==> config.mk <==
export PLATFORM = sky130hd
export DESIGN_NAME = stpu_boot_ctrl_flat
export DESIGN_NICKNAME = d
export VERILOG_FILES = /design/src/rtl/stpu_boot_ctrl_if.sv /design/src/rtl/stpu_boot_ctrl.sv /design/src/flat_wrapper.sv
export SDC_FILE = /design/constraint.sdc
export NUM_CORES = 1
export LEC_CHECK = 0
export BUFFER_PORTS_ARGS = -buffer_cell sky130_fd_sc_hd__buf_2
export CAP_MARGIN = 10
export CORE_MARGIN = 2
export CORE_UTILIZATION = 35
export CTS_BUF_LIST = sky130_fd_sc_hd__clkbuf_4 sky130_fd_sc_hd__clkbuf_8 sky130_fd_sc_hd__clkbuf_16
export CTS_CLUSTER_DIAMETER = 30
export DETAILED_ROUTE_END_ITERATION = 10
export SLEW_MARGIN = 20
export SYNTH_ARGS = -nofsm -noshare
export SYNTH_HDL_FRONTEND = slang
export SYNTH_SLANG_ARGS = --single-unit
==> constraint.sdc <==
create_clock -name clk -period 2.6 [get_ports clk]
set_input_delay 0.52 -clock clk [delete_from_list [all_inputs] [get_ports clk]]
set_output_delay 0.52 -clock clk [all_outputs]
set_load 0.005 [all_outputs]
==> src/rtl/stpu_boot_ctrl_if.sv <==
// Boot-path bus bundle: read channel to the boot source and write
// channel into the core's instruction memory.
interface stpu_boot_ctrl_if #(
    parameter int ADDR_W = 10,
    parameter int DATA_W = 32
);
    // Boot-source read channel
    logic              src_req;
    logic [ADDR_W-1:0] src_addr;
    logic              src_ack;
    logic [DATA_W-1:0] src_data;

    // Instruction-memory write channel
    logic              imem_we;
    logic [ADDR_W-1:0] imem_addr;
    logic [DATA_W-1:0] imem_wdata;

    // Boot controller side
    modport master (
        output src_req,
        output src_addr,
        input  src_ack,
        input  src_data,
        output imem_we,
        output imem_addr,
        output imem_wdata
    );

    // Boot source / instruction memory side
    modport slave (
        input  src_req,
        input  src_addr,
        output src_ack,
        output src_data,
        input  imem_we,
        input  imem_addr,
        input  imem_wdata
    );
endinterface

==> src/rtl/stpu_boot_ctrl.sv <==
// stpu_boot_ctrl: holds the stpu_sopc core in reset, copies IMG_WORDS
// words from a variable-latency boot source into instruction memory,
// optionally verifies a wrap-around checksum, then releases the core.
module stpu_boot_ctrl #(
    parameter int ADDR_W    = 10,
    parameter int DATA_W    = 32,
    parameter int IMG_WORDS = 256,
    parameter int RST_HOLD  = 8,
    parameter int TIMEOUT   = 1023,
    parameter int CHECK_EN  = 1
) (
    input  logic             clk,
    input  logic             rst,
    stpu_boot_ctrl_if.master bus,
    output logic             cpu_rst,
    output logic             boot_done,
    output logic             boot_err
);

    // Counter widths: each counter only ever needs to reach (limit - 1).
    localparam int HOLD_W = (RST_HOLD > 1) ? $clog2(RST_HOLD) : 1;
    localparam int WAIT_W = (TIMEOUT  > 1) ? $clog2(TIMEOUT)  : 1;

    localparam logic [HOLD_W-1:0] HOLD_LAST = HOLD_W'(RST_HOLD - 1);
    localparam logic [HOLD_W-1:0] HOLD_ONE  = HOLD_W'(1);
    localparam logic [WAIT_W-1:0] WAIT_LAST = WAIT_W'(TIMEOUT - 1);
    localparam logic [WAIT_W-1:0] WAIT_ONE  = WAIT_W'(1);
    localparam logic [ADDR_W-1:0] IDX_LAST  = ADDR_W'(IMG_WORDS - 1);
    localparam logic [ADDR_W-1:0] IDX_ONE   = ADDR_W'(1);

    typedef enum logic [2:0] {
        S_HOLD,
        S_REQ,
        S_WRITE,
        S_CHECK,
        S_DONE,
        S_ERR
    } state_t;

    state_t            state;
    state_t            state_nx;

    logic [HOLD_W-1:0] hold_cnt;
    logic [WAIT_W-1:0] wait_cnt;
    logic [ADDR_W-1:0] idx;
    logic [DATA_W-1:0] data_q;
    logic [DATA_W-1:0] sum_q;

    logic              sum_ok;
    logic              req_c;
    logic              we_c;
    logic              cpu_rst_c;
    logic              done_c;
    logic              err_c;

    // With checking disabled any image is accepted.
    assign sum_ok = (CHECK_EN == 0) || (sum_q == '0);

    // State register; reset aborts any load in progress.
    always_ff @(posedge clk or negedge rst) begin
        if (!rst) begin
            state <= S_HOLD;
        end else begin
            state <= state_nx;
        end
    end

    // Next-state and Moore outputs; outputs depend only on the state so
    // cpu_rst can only fall on the single transition into DONE.
    always_comb begin
        state_nx  = state;
        req_c     = 1'b0;
        we_c      = 1'b0;
        cpu_rst_c = 1'b1;
        done_c    = 1'b0;
        err_c     = 1'b0;
        case (state)
            S_HOLD: begin
                if (hold_cnt == HOLD_LAST) begin
                    state_nx = S_REQ;
                end
            end
            S_REQ: begin
                req_c = 1'b1;
                // An ack in the final wait cycle still wins over the timeout.
                if (bus.src_ack) begin
                    state_nx = S_WRITE;
                end else if (wait_cnt == WAIT_LAST) begin
                    state_nx = S_ERR;
                end
            end
            S_WRITE: begin
                we_c     = 1'b1;
                state_nx = (idx == IDX_LAST) ? S_CHECK : S_REQ;
            end
            S_CHECK: begin
                state_nx = sum_ok ? S_DONE : S_ERR;
            end
            S_DONE: begin
                cpu_rst_c = 1'b0;
                done_c    = 1'b1;
            end
            S_ERR: begin
                err_c = 1'b1;
            end
            default: begin
                state_nx = S_ERR;
            end
        endcase
    end

    // Datapath: hold timer, per-word wait timer, word index, captured
    // word and running checksum. Acks outside REQ never touch any of it.
    always_ff @(posedge clk or negedge rst) begin
        if (!rst) begin
            hold_cnt <= '0;
            wait_cnt <= '0;
            idx      <= '0;
            data_q   <= '0;
            sum_q    <= '0;
        end else begin
            case (state)
                S_HOLD: begin
                    if (hold_cnt != HOLD_LAST) begin
                        hold_cnt <= hold_cnt + HOLD_ONE;
                    end
                end
                S_REQ: begin
                    if (bus.src_ack) begin
                        data_q   <= bus.src_data;
                        sum_q    <= sum_q + bus.src_data;
                        wait_cnt <= '0;
                    end else if (wait_cnt != WAIT_LAST) begin
                        wait_cnt <= wait_cnt + WAIT_ONE;
                    end
                end
                S_WRITE: begin
                    wait_cnt <= '0;
                    if (idx != IDX_LAST) begin
                        idx <= idx + IDX_ONE;
                    end
                end
                default: begin
                end
            endcase
        end
    end

    // Address lines follow the word index; both are zero in reset.
    assign bus.src_req    = req_c;
    assign bus.src_addr   = idx;
    assign bus.imem_we    = we_c;
    assign bus.imem_addr  = idx;
    assign bus.imem_wdata = data_q;

    assign cpu_rst   = cpu_rst_c;
    assign boot_done = done_c;
    assign boot_err  = err_c;

endmodule

==> src/flat_wrapper.sv <==
// flat-port wrapper written by rule: the top's interface ports become plain ports
module stpu_boot_ctrl_flat 
#(
    parameter int ADDR_W    = 10,
    parameter int DATA_W    = 32,
    parameter int IMG_WORDS = 256,
    parameter int RST_HOLD  = 8,
    parameter int TIMEOUT   = 1023,
    parameter int CHECK_EN  = 1
)
  (clk, rst, cpu_rst, boot_done, boot_err, bus_src_req, bus_src_addr, bus_src_ack, bus_src_data, bus_imem_we, bus_imem_addr, bus_imem_wdata);
  stpu_boot_ctrl_if #(.ADDR_W(ADDR_W), .DATA_W(DATA_W)) bus_i ();
  input  logic clk;
  input  logic rst;
  output logic cpu_rst;
  output logic boot_done;
  output logic boot_err;
  output wire logic [$bits(bus_i.src_req)-1:0] bus_src_req;
  output wire logic [$bits(bus_i.src_addr)-1:0] bus_src_addr;
  input wire logic [$bits(bus_i.src_ack)-1:0] bus_src_ack;
  input wire logic [$bits(bus_i.src_data)-1:0] bus_src_data;
  output wire logic [$bits(bus_i.imem_we)-1:0] bus_imem_we;
  output wire logic [$bits(bus_i.imem_addr)-1:0] bus_imem_addr;
  output wire logic [$bits(bus_i.imem_wdata)-1:0] bus_imem_wdata;
  assign bus_src_req = bus_i.src_req;
  assign bus_src_addr = bus_i.src_addr;
  assign bus_i.src_ack = bus_src_ack;
  assign bus_i.src_data = bus_src_data;
  assign bus_imem_we = bus_i.imem_we;
  assign bus_imem_addr = bus_i.imem_addr;
  assign bus_imem_wdata = bus_i.imem_wdata;
  stpu_boot_ctrl #(.ADDR_W(ADDR_W), .DATA_W(DATA_W), .IMG_WORDS(IMG_WORDS), .RST_HOLD(RST_HOLD), .TIMEOUT(TIMEOUT), .CHECK_EN(CHECK_EN)) u_core (.clk(clk), .rst(rst), .bus(bus_i), .cpu_rst(cpu_rst), .boot_done(boot_done), .boot_err(boot_err));
endmodule
==> results.sh <==
export IMPL_status="finished, final reports clean"
export IMPL_crit_fanout=3
export IMPL_hold_viol_final=0
export IMPL_io_pins=92
export IMPL_drt_first_pass_iters=5
export IMPL_rows=45
export IMPL_overflow=0
export IMPL_synth_edf_count=0
export IMPL_chipHeight_um=129.5
export IMPL_fmax_mhz=398.0
export IMPL_synthTopCellsByArea="dfrtp_1 (41%), nand2_1 (11%), ha_1 (8.2%), o21ai_0 (4.4%), xnor2_1 (3.3%)"
export IMPL_die_area_um2=16770
export IMPL_final_common_cell="nand2_1"
export IMPL_final_cell_mix="nand2_1 (167), buf_2 (90), dfrtp_1 (90), buf_4 (48), o21ai_0 (47)"
export IMPL_grt_pass1_vias=4686
export IMPL_reg2reg_depth=9
export IMPL_core_area_um2=15310
export IMPL_synth_warning_count=0
export IMPL_synthCells=637
export IMPL_end_kind="flop"
export IMPL_drtIter0Drc=306
export IMPL_ir_worst_vdd_mv=0.3050
export IMPL_synth_top_cell_area_share_pct=40.86
export IMPL_grt_pass1_wl_um=23430
export IMPL_fin_util_pct=43.55
export IMPL_final_area_um2=6670
export IMPL_critical_path_required_ns=2.85
export IMPL_diodes=0
export IMPL_grt_use_total_pct=17.72
export IMPL_drt_drc_violations_left=0
export IMPL_stdcell_count=961
export IMPL_portBuffers=91
export IMPL_timing_final_setup_violations=0
export IMPL_ys_types=61
export IMPL_relSlewSlack_pct=56.81
export IMPL_p_leak_nw=3.546
export IMPL_synth_top_cell_by_area="dfrtp_1"
export IMPL_syn2layout_area_growth_pct=21.02
export IMPL_post_cts_buffers=0
export IMPL_min_period_ns=2.513
export IMPL_finalCritPeriodShare_pct=96.64
export IMPL_cts_hold_buffers=0
export IMPL_vias=4916
export IMPL_ff2ff_setup_slack_ns=0.09
export IMPL_initial_core_util_pct=35.99
export IMPL_yosysSeqAreaShare_pct=40.86
export IMPL_globalplace_congestion=0.9133
export IMPL_numCtsBuffers=9
export IMPL_layout_setup_ws_ns=0.08730
export IMPL_clk_latency_ns=0.35
export IMPL_layout_nets=819
export IMPL_rsz0062_at_grt="no"
export IMPL_slew_viol_final=0
export IMPL_dpl_cell_area_um2=6391
export IMPL_synthesis_area_um2=5512
export IMPL_antenna_found_initial=0
export IMPL_dp_hpwl_um=10870
export IMPL_grt_start_max_net_pins=50
export IMPL_ant_nets=0
export IMPL_dp_slack_ns=-0.1415
export IMPL_skew_ns=0.007280
export IMPL_avgSynthCellArea_um2=8.652
export IMPL_clk_path_buf_depth=2
export IMPL_wire_per_inst_um=14.91
export IMPL_root_buffer="clkbuf_16"
export IMPL_worst_pin_slew_ns=0.6479
export IMPL_die_x_um=129.5
export IMPL_min_path_type="in2async"
export IMPL_htree_levels=3
export IMPL_async_reset_ff_share_pct=100.0
export IMPL_via_per_inst=5.116
export IMPL_placedCellCount=947
export IMPL_cp_arrival_ns=2.77
export IMPL_cts_tree="yes"
export IMPL_drive_gt1_share_pct=22.93
export IMPL_path_clk_slew_ns=0.07
export IMPL_ys_ff_latch=90
export IMPL_cts_repair_resized=0
export IMPL_crit_type="reg2reg"
export IMPL_cap_violations=0
export IMPL_powerDensity_nw_per_um2=423.3
export IMPL_syn_nets=709
export IMPL_synth_ff_type="dfrtp_1"
export IMPL_finalWirelength_um=14330
export IMPL_cts_sinks=90
export IMPL_critPathLaunchType="flop"
cells by family (layout without fill, tap and decap cells):
| logic type | after synthesis | in the layout | synth area share [%] |
|---|---|---|---|
| AO/OA/AOI/OAI | 152 | 152 | 17.80 |
| flip-flops | 90 | 90 | 40.86 |
| AND/OR/NAND/NOR | 274 | 274 | 22.54 |
| adder cells (fa/ha/maj) | 37 | 37 | 8.536 |
| multiplexers | 4 | 4 | 0.7945 |
| buffers and inverters | 46 | 159 | 4.064 |
| XOR/XNOR | 34 | 34 | 5.403 |
sequential cells by signal, summed over array words and instances, names as in the netlist:
signal	cells
u_core.bus.imem_wdata	32
u_core.state	3
u_core.sum_q	32
u_core.hold_cnt	3
u_core.wait_cnt	10
u_core.bus.imem_addr	10
worst max-delay path, cell delays in order (launching register included):
cell,delay (ns)
dfrtp_1,0.40
ha_1,0.22
fa_1,0.41
a21o_1,0.22
a221oi_2,0.32
o21bai_2,0.14
nand3_1,0.17
a21oi_1,0.12
o21a_1,0.19
o31ai_1,0.24
Yosys cell counts, types with 3 or more instances:
| cell | number |
|---|---|
| nand2_1 | 168 |
| dfrtp_1 | 90 |
| o21ai_0 | 49 |
| ha_1 | 36 |
| a21oi_1 | 33 |
| clkbuf_1 | 22 |
| nor2_1 | 21 |
| xnor2_1 | 21 |
| a21o_1 | 17 |
| nand4_1 | 14 |
| nand3_1 | 13 |
| xor2_1 | 13 |
| buf_4 | 11 |
| o31ai_1 | 11 |
| nor3_1 | 10 |
| nor2b_1 | 8 |
| nor4_1 | 8 |
| inv_1 | 7 |
| nand2b_1 | 7 |
| and3_1 | 6 |
| o21ai_1 | 6 |
| o21a_1 | 5 |
| o211ai_1 | 4 |
| a211oi_1 | 3 |
| buf_1 | 3 |
| nor4b_1 | 3 |
| o21bai_1 | 3 |
metrics by stage:
| stage | setup TNS (ns) | total power [W] | hold slack, ns |
|---|---|---|---|
| 3_5_place_dp | -0.9233 | 0.001627 | 0.4568 |
| 3_3_place_gp | -0.3959 | 0.001625 | 0.4524 |
| 2_1_floorplan | 0 | 0.001516 | 0.2244 |
| 6_report | 0 | 0.002824 | 0.1965 |
| 5_1_grt | 0 | 0.002926 | 0.2546 |
| 4_1_cts | 0 | 0.002865 | 0.2107 |
layout make-up:
class                           instances  area [µm²]
Fill cell                            1546        8645
Multi-Input combinational cell        501        3053
Sequential cell                        90        2252
Timing Repair Buffer                  138       810.8
Tap cell                              211       264.0
Clock buffer                           11       246.5
Inverter                                7       26.28
Clock inverter                          3       17.52
report_power, final:
group	internal (W)	switching [W]	total (W)
Sequential	0.00140	0	0.00140
Clock	0.000671	0.000551	0.00122
Combinational	0.0000794	0.000122	0.000202
worst paths after layout:
path / startpoint / endpoint
min in group clk: bus_src_data[13] / u_core.bus.imem_wdata[13]$_DFFE_PN0P_
max in group asynchronous: rst / u_core.sum_q[2]$_DFFE_PN0P_
hold reg to reg: u_core.bus.imem_wdata[30]$_DFFE_PN0P_ / u_core.bus.imem_wdata[30]$_DFFE_PN0P_
setup / recovery: u_core.sum_q[0]$_DFFE_PN0P_ / u_core.sum_q[30]$_DFFE_PN0P_
hold / removal: rst / u_core.bus.imem_addr[9]$_DFFE_PN0P_
setup reg to reg: u_core.sum_q[0]$_DFFE_PN0P_ / u_core.sum_q[30]$_DFFE_PN0P_
routing by layer:
metal  global-route usage, %  vias to the layer above  wire length [µm]
met4                   7.780                        0               354
li1                        -                     2439                 -
met3                   2.684                       21               554
met1                   24.46                     2334              6974
met5                       0                        -                 0
met2                   27.68                      122              6446
Note: power is estimated with default switching activity, not from simulation.
